File: src/rtl/rr_encoder8.sv
// rr_encoder8: merges request bits into a pending set and streams round-robin granted indices over valid/ready.
module rr_encoder8 (
    input  logic       clk,
    input  logic       rst,
    input  logic [7:0] req,
    input  logic       ready_in,
    output logic       valid_out,
    output logic [2:0] idx_out,
    output logic [7:0] pending,
    output logic       dup
);
    logic [7:0]  r_pending;
    logic        r_valid;
    logic [2:0]  r_idx;
    logic [2:0]  r_ptr;
    logic        r_dup;
    logic        w_load;
    logic        w_hit;
    logic [15:0] w_dbl;
    logic [7:0]  w_rot;
    logic [2:0]  w_off;
    logic [2:0]  w_k;
    logic [7:0]  w_clr;

    // Rotate so bit 0 is the pointer position; the lowest set bit is the round-robin winner.
    assign w_dbl  = {r_pending, r_pending} >> r_ptr;
    assign w_rot  = w_dbl[7:0];
    assign w_k    = r_ptr + w_off;
    assign w_hit  = |r_pending;
    assign w_load = !r_valid | ready_in;
    assign w_clr  = (w_load & w_hit) ? (8'b1 << w_k) : 8'h00;

    always_comb begin
        w_off = 3'd0;
        for (int i = 7; i >= 0; i--)
            if (w_rot[i]) w_off = 3'(i);
    end

    always_ff @(posedge clk or posedge rst) begin
        if (rst) begin
            r_pending <= 8'h00;
            r_valid   <= 1'b0;
            r_idx     <= 3'd0;
            r_ptr     <= 3'd0;
            r_dup     <= 1'b0;
        end else begin
            r_pending <= (r_pending & ~w_clr) | req;
            r_dup     <= |(req & r_pending & ~w_clr);
            if (w_load) begin
                r_valid <= w_hit;
                if (w_hit) begin
                    r_idx <= w_k;
                    r_ptr <= w_k + 3'd1;
                end
            end
        end
    end

    assign valid_out = r_valid;
    assign idx_out   = r_idx;
    assign pending   = r_pending;
    assign dup       = r_dup;
endmodule

File: config.mk
export PLATFORM = sky130hd
export DESIGN_NAME = rr_encoder8
export DESIGN_NICKNAME = d
export VERILOG_FILES = /design/src/rtl/rr_encoder8.sv
export SDC_FILE = /design/constraint.sdc
export NUM_CORES = 1
export LEC_CHECK = 0
export CAP_MARGIN = 20
export CORE_ASPECT_RATIO = 0.6
export CORE_MARGIN = 4
export CORE_UTILIZATION = 52
export CTS_CLUSTER_DIAMETER = 60
export DETAILED_ROUTE_END_ITERATION = 7
export HOLD_SLACK_MARGIN = 0.05
export MAX_ROUTING_LAYER = met4
export PLACE_DENSITY = 0.77
export RECOVER_POWER = 50
export SYNTH_ARGS = -nofsm -noshare
export SYNTH_HDL_FRONTEND = slang
export SYNTH_SLANG_ARGS = --single-unit
File: constraint.sdc
create_clock -name clk -period 4.2 [get_ports clk]
set_input_delay 0.42 -clock clk [delete_from_list [all_inputs] [get_ports clk]]
set_output_delay 0.42 -clock clk [all_outputs]
set_load 0.02 [all_outputs]
# Word-level counts from Yosys, hierarchy flattened
# Cells that the tools add are included.
# Widths: inputs -> output; s select.
[totals]
elab_cells = 29
output_inout_bits = 13
reg_bits = 16
in_bits = 11
[classes]
n_addsub = 2
bitwise = 7
n_reduce_logical = 4
mux = 9
n_shift = 2
[ops]
columns = ["op", "n"]
rows = [
  ["$and 8x8->8", 3],
  ["$mux 3", 8],
  ["$reduce_or 8->1", 2],
  ["$shr 16x3->8", 1],
  ["$mux 8", 1],
  ["$not 8->8", 1],
  ["$or 8x8->8", 1],
  ["$shl 1x3->8 const A", 1],
  ["$add 3x1->3 const B", 1],
  ["$add 3x3->3", 1],
  ["$reduce_and 2->1", 1],
  ["$and 1x1->1", 1],
  ["$logic_not 1->1", 1],
  ["$or 1x1->1", 1],
]

# Longest topological paths before layout
# Gate-level depths: netlist (run 1).
[logic_depth]
depth_word = 15
ltp_mapped = 22
ltp_nobuf = 20

# Worst setup path before layout (run 1)
# No wires, ideal clock.
[synth_path]
path_type = "reg-to-reg"
start = "reg r_ptr[0]"
end = "reg r_dup, in the netlist dup"
period_less_slack_ns = 3.818
stages_incl_launch_ff = 23
slack_ns = 0.382
arrival_ns = 3.678
t_required_ns = 4.060
path_buffers = 2
setup_ns = 0.140
cell_sequence = "dfrtp_1 -> buf_2 -> mux2i_1 -> mux2i_1 -> o21ai_0 -> nand2_1 -> o211ai_1 -> a22oi_1 -> o221ai_1 -> ha_1 -> inv_1 -> fa_1 -> xnor2_1 -> nand3_1 -> nor2b_1 -> buf_6 -> inv_1 -> ha_1 -> nand2_1 -> a31oi_1 -> nand4_1 -> mux2i_1 -> o22ai_1"
[synth_between]
elab_chain_len = 15
[synth_lines]
columns = ["item", "line", "source"]
rows = [
  ["from (decl)", "15", "logic [2:0] r_ptr;"],
  ["from (signal assigned)", "53", "r_ptr <= w_k + 3'd1;"],
  ["$shr 16x3->8", "26", "assign w_dbl = {r_pending, r_pending} >> r_ptr;"],
  ["$mux 3 (8 in series)", "36", "if (w_rot[i]) w_off = 3'(i);"],
  ["$add 3x3->3 *", "28", "assign w_k = r_ptr + w_off;"],
  ["$shl 1x3->8 *", "31", "assign w_clr = (w_load & w_hit) ? (8'b1 << w_k) : 8'h00;"],
  ["$mux 8 *", "31", ""],
  ["$not 8->8 *", "48", "r_dup <= |(req & r_pending & ~w_clr);"],
  ["$and 8x8->8 *", "48", ""],
  ["$reduce_or 8->1 *", "48", ""],
  ["to (signal assigned)", "48", ""],
  ["to (decl)", "16", "logic r_dup;"],
]
# Every way passes the cells marked *; elsewhere a longest branch is shown, timed or not.
# A chain may end at the register's enable or synchronous reset.

# Worst setup path after layout (run 1)
[layout_path]
start = "reg r_pending[4], in the netlist pending[4]"
end = "reg r_dup, in the netlist dup"
[layout_between]
elab_chain_len = 15
[layout_lines]
columns = ["item", "line", "source"]
rows = [
  ["from (decl)", "12", "logic [7:0] r_pending;"],
  ["from (signal assigned)", "47", "r_pending <= (r_pending & ~w_clr) | req;"],
  ["$shr 16x3->8", "26", ""],
  ["$mux 3 (8 in series)", "36", ""],
  ["$add 3x3->3", "28", ""],
  ["$shl 1x3->8", "31", ""],
  ["$mux 8", "31", ""],
  ["$not 8->8", "48", ""],
  ["$and 8x8->8 *", "48", ""],
  ["$reduce_or 8->1 *", "48", ""],
]
# Marks and branches as above.

==> results of run 1 <==
==> synth_stat cells (2+ instances only) <==
master and count:
o22ai_1 3, nor2_1 10, o21bai_1 2, nor3b_1 4, inv_1 8, mux2_2 6
mux2i_1 6, o32a_1 3, clkbuf_1 5, a222oi_1 2, nor4_1 3, a21oi_1 8
nor2b_1 3, nand2b_1 6, dfrtp_1 16, a21o_1 3, a31oi_1 2, o221ai_1 2
nand3b_1 2, nand3_1 5, nor3_1 3, a22oi_1 4, nand4_1 5, ha_1 6
nand2_1 14, o21ai_0 6
==> critical path, delay by kind of cell (launching register included) <==
kind | cells | cell delay [ps]
xor+xnor | 1 | 250
buf+inv | 2 | 110
flops | 1 | 500
fa+ha+maj | 3 | 760
mux | 2 | 460
compound gates | 5 | 1120
simple gates | 5 | 560
==> per-layer routing <==
metal | vias to the layer above | track usage [%] | routed length (um)
met3 | 2 | 5.24 | 353
met1 | 664 | 33.1 | 1770
met2 | 68 | 40.5 | 1850
met5 | - | - | 0
li1 | 649 | - | -
met4 | 0 | 1.44 | 8
==> worst paths after layout <==
path / from / depth (start not counted) / to / slack, ps
setup / recovery: pending[4] / 18 / dup / 290
hold / removal: idx_out[0] / 2 / idx_out[0] / 480
setup reg to reg: pending[4] / 18 / dup / 290
hold reg to reg: idx_out[0] / 2 / idx_out[0] / 480
max in group asynchronous: rst / 2 / r_ptr[0] / 3070
min in group asynchronous: rst / 2 / pending[3] / 680
==> through the flow <==
stage               util (%)  hold slack (ps)  total power [mW]  setup slack, ps
floorplan                  -              334             0.995              382
detailed placement      65.1              473              1.32             64.4
global route            68.1              527              1.61             25.5
finish                  68.1              477              1.50              295
global placement        65.1              459              1.29              310
CTS                     67.3              487              1.46             57.5
==> registers in the layout, summed over array words and instances (netlist names) <==
signal	flops
dup	1
idx_out	3
pending	8
r_ptr	3
valid_out	1
==> where the power goes <==
part / internal (mW) / leakage (nW) / switching, mW / total, mW
combinational: 0.448 / 0.448 / 0.560 / 1.01
clock: 0.0833 / 0.0288 / 0.0565 / 0.140
sequential: 0.219 / 0.161 / 0.135 / 0.354
total: 0.750 / 0.638 / 0.752 / 1.50
==> logic make-up (layout without fill, tap and decap cells) <==
family	count (synthesis)	count (layout)	synth area share, %
DFF	16	16	29.4
muxes	12	12	9.36
buffers and inverters	16	40	5.14
and+or+nand+nor	62	62	25.0
xor gates and xnor gates	2	2	1.28
AOI/OAI and AO/OA	44	44	22.8
adders and majority gates	7	7	6.97
==> layout make-up <==
class	count	share of cell area [%]
clock buffers	4	3.23
inverters	8	1.76
multi-input cells	127	53.4
flip-flops and latches	16	23.5
well taps	32	2.35
repair buffers	28	15.7
==> metrics.md, run 1 <==
| Metric | Value |
|---|---|
| Status | complete, no violations |
| Ys flop type | dfrtp_1 |
| Final ANT Viol Nets | 0 |
| CP max stage cell | dfrtp_1 |
| Fill cells | approximately 210 |
| DR vias/cell | about 6.4 |
| Syn_nets | about 180 |
| Layout cells sized above 1 | 12.0% |
| Top-area cell type share of the netlist area | 29.4% |
| Worst-path cell chain | mux2i_1 -> nor2_1 -> a2111oi_1 -> a22oi_1 -> o221ai_1 -> ha_1 -> inv_1 -> fa_1 -> xnor2_2 -> nand3_1 -> nor2b_1 -> inv_1 -> ha_1 -> nand2_1 -> a31oi_2 -> nand4_1 -> mux2i_1 -> o22ai_1 |
| Total number of yosys warnings | 0 |
| Worst VDD drop | just under 0.6 mV |
| Dominant cell type by area after synthesis | dfrtp_1 |
| Max Cap Viol | 0 |
| CTS Buf Count | 3 |
| Drt first pass iters | 5 |
| CTS tree | built |
| All-layer global routing usage | 24.6% |
| Syn Area/Cell | approximately 8.6 sq um |
| Final RePlAce weighted congestion | 0.889 |
| Setup Skew | between 3 and 4 ps |
| FF+latch count, synth | 16 |
| CP max stage delay | roughly 500 ps |
| Tightest Hold Check Type | register to register |
| Starting Density | 54.4% |
| First-pass GRT wire length | 6.21 mm |
| Worst EP required | 4310 ps |
| Unrepaired setup endpoints after global routing | no |
| Die width | 74.1 um |
| Die Height | 47.7 um |
| Tmin final | between 3000 and 4000 ps |
| Residual DRC | 0 |
| Final Setup Violations | 0 |
| Clk root buf | clkbuf_8 |
| Post-CTS Setup Bufs | 0 |
| Startpoint Class | register |
| Synth area leaders | dfrtp_1 29%, ha_1 5.5%, mux2_2 5.0%, mux2i_1 4.4%, nand2_1 3.9% |
| CP endpoint kind | register |
| Synth cell types | 48 |
| Die area | roughly 3500 sq um |
| Area Overhead vs Synth | 25.1% |
| Dpl hpwl | between 2 and 3 mm |
| EDFF count, synth | 0 |
| Final Cell Area | around 1700 sq um |
| Worst-Margin Slew | between 600 and 700 ps |
| CTS sink count | 16 |
| Routed wire length | between 3 and 4 mm |
| Critical path peak fanout | 9 |
| DRT iter0 DRCs | 150 |
| Max transition margin | slightly below 60% |
| DR WL/cell | between 15 and 20 um |
| Placed insts | around 210 |
| Arr. time, crit path | 4020 ps |
| Hold buffers post-CTS | 0 |
| Tcrit/Tclk final | 93.0% |
| Pins Over Slew Limit | 0 |
| Antenna Diode Count | 0 |
| Maximum root-to-sink buffer count | 2 |
| H-tree lvl count | 1 |
| Placeable Area | roughly 2500 sq um |
| Via count | 1383 |
| Cell Area, Placed | 1630 sq um |
| Cts repair resizes | 0 |
| Post-Layout Cell Count | ~220 |
| Core Rows | 14 |
| Final hold vios | 0 |
| Fmax | ~260 MHz |
| Most common library cell in the layout ignoring fill and taps | clkdlybuf4s50_1 |
| Pin count of the biggest net entering global routing | 18 |
| I/O Buffers | 23 |
| IO Count | 24 |
| Setup CP Type | register to register |
| Power density over the cells | between 800 and 900 nW/um^2 |
| Vias in the first global route | 1240 |
| Setup_tns | 0 ps |
| Most frequent cells in the layout | 17 x clkdlybuf4s50_1, 15 x dfrtp_1, 14 x nand2_1 |
| Post-layout net count | 202 |
| Grt total ovfl | 0 |
| Lkg Pwr | 0.638 nW |
| Syn Inst Count | ~160 |
| Syn Std Cell Area | roughly 1400 sq um |
| Seq. cell area | roughly 400 sq um |
| Clk slew on worst S/H paths | 70 ps |
| Multi-input gate area | 912 sq um |
| Initial antenna violation count | 0 |
| Skew-Pair Late Insertion Delay | 250 ps |
| Ys async rst share | 100% |
| Sequential area share after synthesis | 29.4% |
(Power assumes the default switching activity.)
==> run 2: changes to the inputs <==
CORE_UTILIZATION = 47   (was 52)
PLACE_DENSITY = 0.73   (was 0.77)
clock period = 3.4 ns   (was 4.2 ns; I/O delays follow)
==> run 2 against run 1 <==
Effect of this change: clock power up 26%; largest power group unchanged; sequential share of layout area fell by 3.3 points; cell area increased by 17%; non-clock buffer count increased by 23; total power rose by 63%; fmax grew 3.0%; sequential cell count unchanged; register-to-register slack lost 690 ps; the flow now finishes with violations (setup timing); routed wire length grew 14%.
==> metrics.md, run 2 (synthesized netlist as in run 1, its figures left out) <==
| Metric | Value |
|---|---|
| Fill cells | 210 (was 209) |
| Worst VDD drop | 0.776 mV (was 0.582 mV) |
| Pin count of the biggest net entering global routing | 18 (unchanged) |
| Drt first pass iters | 5 (unchanged) |
| Failing checks | setup timing |
| Pre-CTS setup slack | -376 ps (was 64.4 ps) |
| Vias in the first global route | 1436 (was 1240) |
| Die width | 77.5 um (was 74.1 um) |
| H-tree lvl count | 1 (unchanged) |
| Final RePlAce weighted congestion | 0.872 (was 0.889) |
| Tcrit/Tclk final | 112% (was 93.0%) |
| Core Rows | 14 (unchanged) |
| First-pass GRT wire length | 7.18 mm (was 6.21 mm) |
| Setup WS post-layout | -393 ps (was 295 ps) |
| Worst r2r path cells | 17 (was 18) |
| Dpl hpwl | 3.42 mm (was 3.00 mm) |
| Hold WS | 483 ps (was 477 ps) |
| Layout cells sized above 1 | 31.1% (was 12.0%) |
| DR vias/cell | 6.19 (was 6.43) |
| Routed wire length | 4.53 mm (was 3.98 mm) |
| Worst EP required | 3540 ps (was 4310 ps) |
| Post-layout net count | 225 (was 202) |
| IO Count | 24 (unchanged) |
| Final hold vios | 0 (unchanged) |
| Area Overhead vs Synth | 46.8% (was 25.1%) |
| Unrepaired setup endpoints after global routing | yes (was no) |
| Seq. cell area | 405 sq um (was 402 sq um) |
| CTS tree | built (unchanged) |
| Max reg flops | 8 (unchanged) |
| Placeable Area | 2630 sq um (was 2500 sq um) |
| DR WL/cell | 19.0 um (was 18.5 um) |
| Comb pwr share | 76.5% (was 67.1%) |
| CP endpoint kind | register (unchanged) |
| Die area | 3860 sq um (was 3530 sq um) |
| Status | finished with violations (was complete, no violations) |
| Power density over the cells | 1230 nW/um^2 (was 880 nW/um^2) |
| I/O Buffers | 23 (unchanged) |
| Initial antenna violation count | 0 (unchanged) |
| Clk root buf | clkbuf_8 (unchanged) |
| Residual DRC | 0 (unchanged) |
| Maximum root-to-sink buffer count | 2 (unchanged) |
| Cell Area, Placed | 1850 sq um (was 1630 sq um) |
| Final Setup Violations | 4 (was 0) |
| Via count | 1474 (was 1383) |
| Fmax | 264 MHz (was 256 MHz) |
| Int Pwr | 1.31 mW (was 750 uW) |
| Tmin final | 3790 ps (was 3910 ps) |
| Clk network pwr share | 7.2% (was 9.3%) |
| CTS sink count | 16 (unchanged) |
| Max transition margin | 52.9% (was 57.7%) |
| Max Cap Viol | 0 (unchanged) |
| Skew-Pair Late Insertion Delay | 250 ps (about the same) |
| CTS Buf Count | 3 (unchanged) |
| Pins Over Slew Limit | 0 (unchanged) |
| Flop pwr share | 16.3% (was 23.6%) |
| Final Cell Area | 2000 sq um (was 1710 sq um) |
| Multi-input gate area | 1030 sq um (was 912 sq um) |
| Most frequent cells in the layout | 26 x buf_4, 21 x clkdlybuf4s50_1, 13 x nand2_1 (was 17 x clkdlybuf4s50_1, 15 x dfrtp_1, 14 x nand2_1) |
| Starting Density | 51.9% (was 54.4%) |
| Tightest Hold Check Type | register to register (unchanged) |
| Worst-Margin Slew | 706 ps (was 633 ps) |
| Final ANT Viol Nets | 0 (unchanged) |
| Setup CP Type | register to register (unchanged) |
| Grt total ovfl | 0 (unchanged) |
| Hold buffers post-CTS | 0 (unchanged) |
| Critical path peak fanout | 12 (was 9) |
| Arr. time, crit path | 3930 ps (was 4020 ps) |
| Sw frac | 46.5% (was 50.0%) |
| Die Height | 49.7 um (was 47.7 um) |
| Setup Skew | 7.03 ps (was 3.86 ps) |
| Lkg Pwr | 0.770 nW (was 0.638 nW) |
| Worst Hold Path Cells | 2 (unchanged) |
| Antenna Diode Count | 0 (unchanged) |
| All-layer global routing usage | 24.4% (was 24.6%) |
| Startpoint Class | register (unchanged) |
| DRT iter0 DRCs | 163 (was 150) |
| NetSw | 1.14 mW (was 752 uW) |
| Clk slew on worst S/H paths | 70 ps (about the same) |
| Most common library cell in the layout ignoring fill and taps | buf_4 (was clkdlybuf4s50_1) |
==> run 2: metrics by stage <==
step	instances	total power, mW	util (%)	setup TNS, ps
final	238	2.45	76.2	-664
after global routing	238	2.60	76.2	-1640
after CTS	238	2.34	74.6	-332
after detailed placement	232	2.07	70.4	-773
after global placement	232	2.01	70.4	-324
after floorplan	159	1.35	-	-123
==> run 2: path summary, 6_finish.rpt <==
kind                       startpoint    endpoint  slack, ps
setup / recovery             r_ptr[0]         dup       -390
max in group asynchronous         rst    r_ptr[1]       2270
setup reg to reg             r_ptr[0]         dup       -390
min in group asynchronous         rst  pending[6]        630
hold reg to reg            idx_out[2]  idx_out[2]        480
hold / removal             idx_out[2]  idx_out[2]        480
==> run 2: final cells by class <==
cell class,instances,area share [%]
multi-input cells,127,51.5
inverters,8,1.50
flip-flops and latches,16,20.3
clock buffers,4,2.75
repair buffers,51,22.0
well taps,32,2.00
==> run 2: repair_timing <==
action | 4_1_cts | 5_1_grt
endpoints found under the setup margin | 8 | 10
resized for setup | 11 | 9
buffers inserted | 2 | 0
pin swaps | 8 | 6
==> run 2: routing by layer <==
| layer | track usage, % | part of all wire [%] |
|---|---|---|
| met1 | 34.0 | 45 |
| met4 | 1.78 | 0.62 |
| met3 | 6.00 | 9.3 |
| met5 | - | 0 |
| met2 | 37.7 | 45 |
==> run 2: power groups by stage <==
stage / Combinational [mW] / Clock (mW) / Sequential (mW)
final: 1.88 / 0.176 / 0.400
after global placement: 1.64 / 0 / 0.370
after floorplan: 0.919 / 0 / 0.435
after CTS: 1.78 / 0.177 / 0.382
after detailed placement: 1.69 / 0 / 0.376
after global routing: 2.00 / 0.187 / 0.411
==> run 2: critical path: stages (launching register included) <==
cell	delay, ps
dfrtp_2	510
buf_6	190
mux2_2	380
a21oi_1	200
o211ai_1	130
a22oi_1	220
o221ai_2	140
ha_2	210
inv_2	60
fa_2	470
inv_1	110
ha_2	220
ha_4	150
nand2_4	50
a31oi_4	170
nand4_1	140
mux2i_1	210
o22ai_1	110
==> run 3: changes to the inputs <==
CAP_MARGIN = not set   (was 20)
==> results of run 3 <==
Final layout, timing and power as in run 2 (identical DEF).
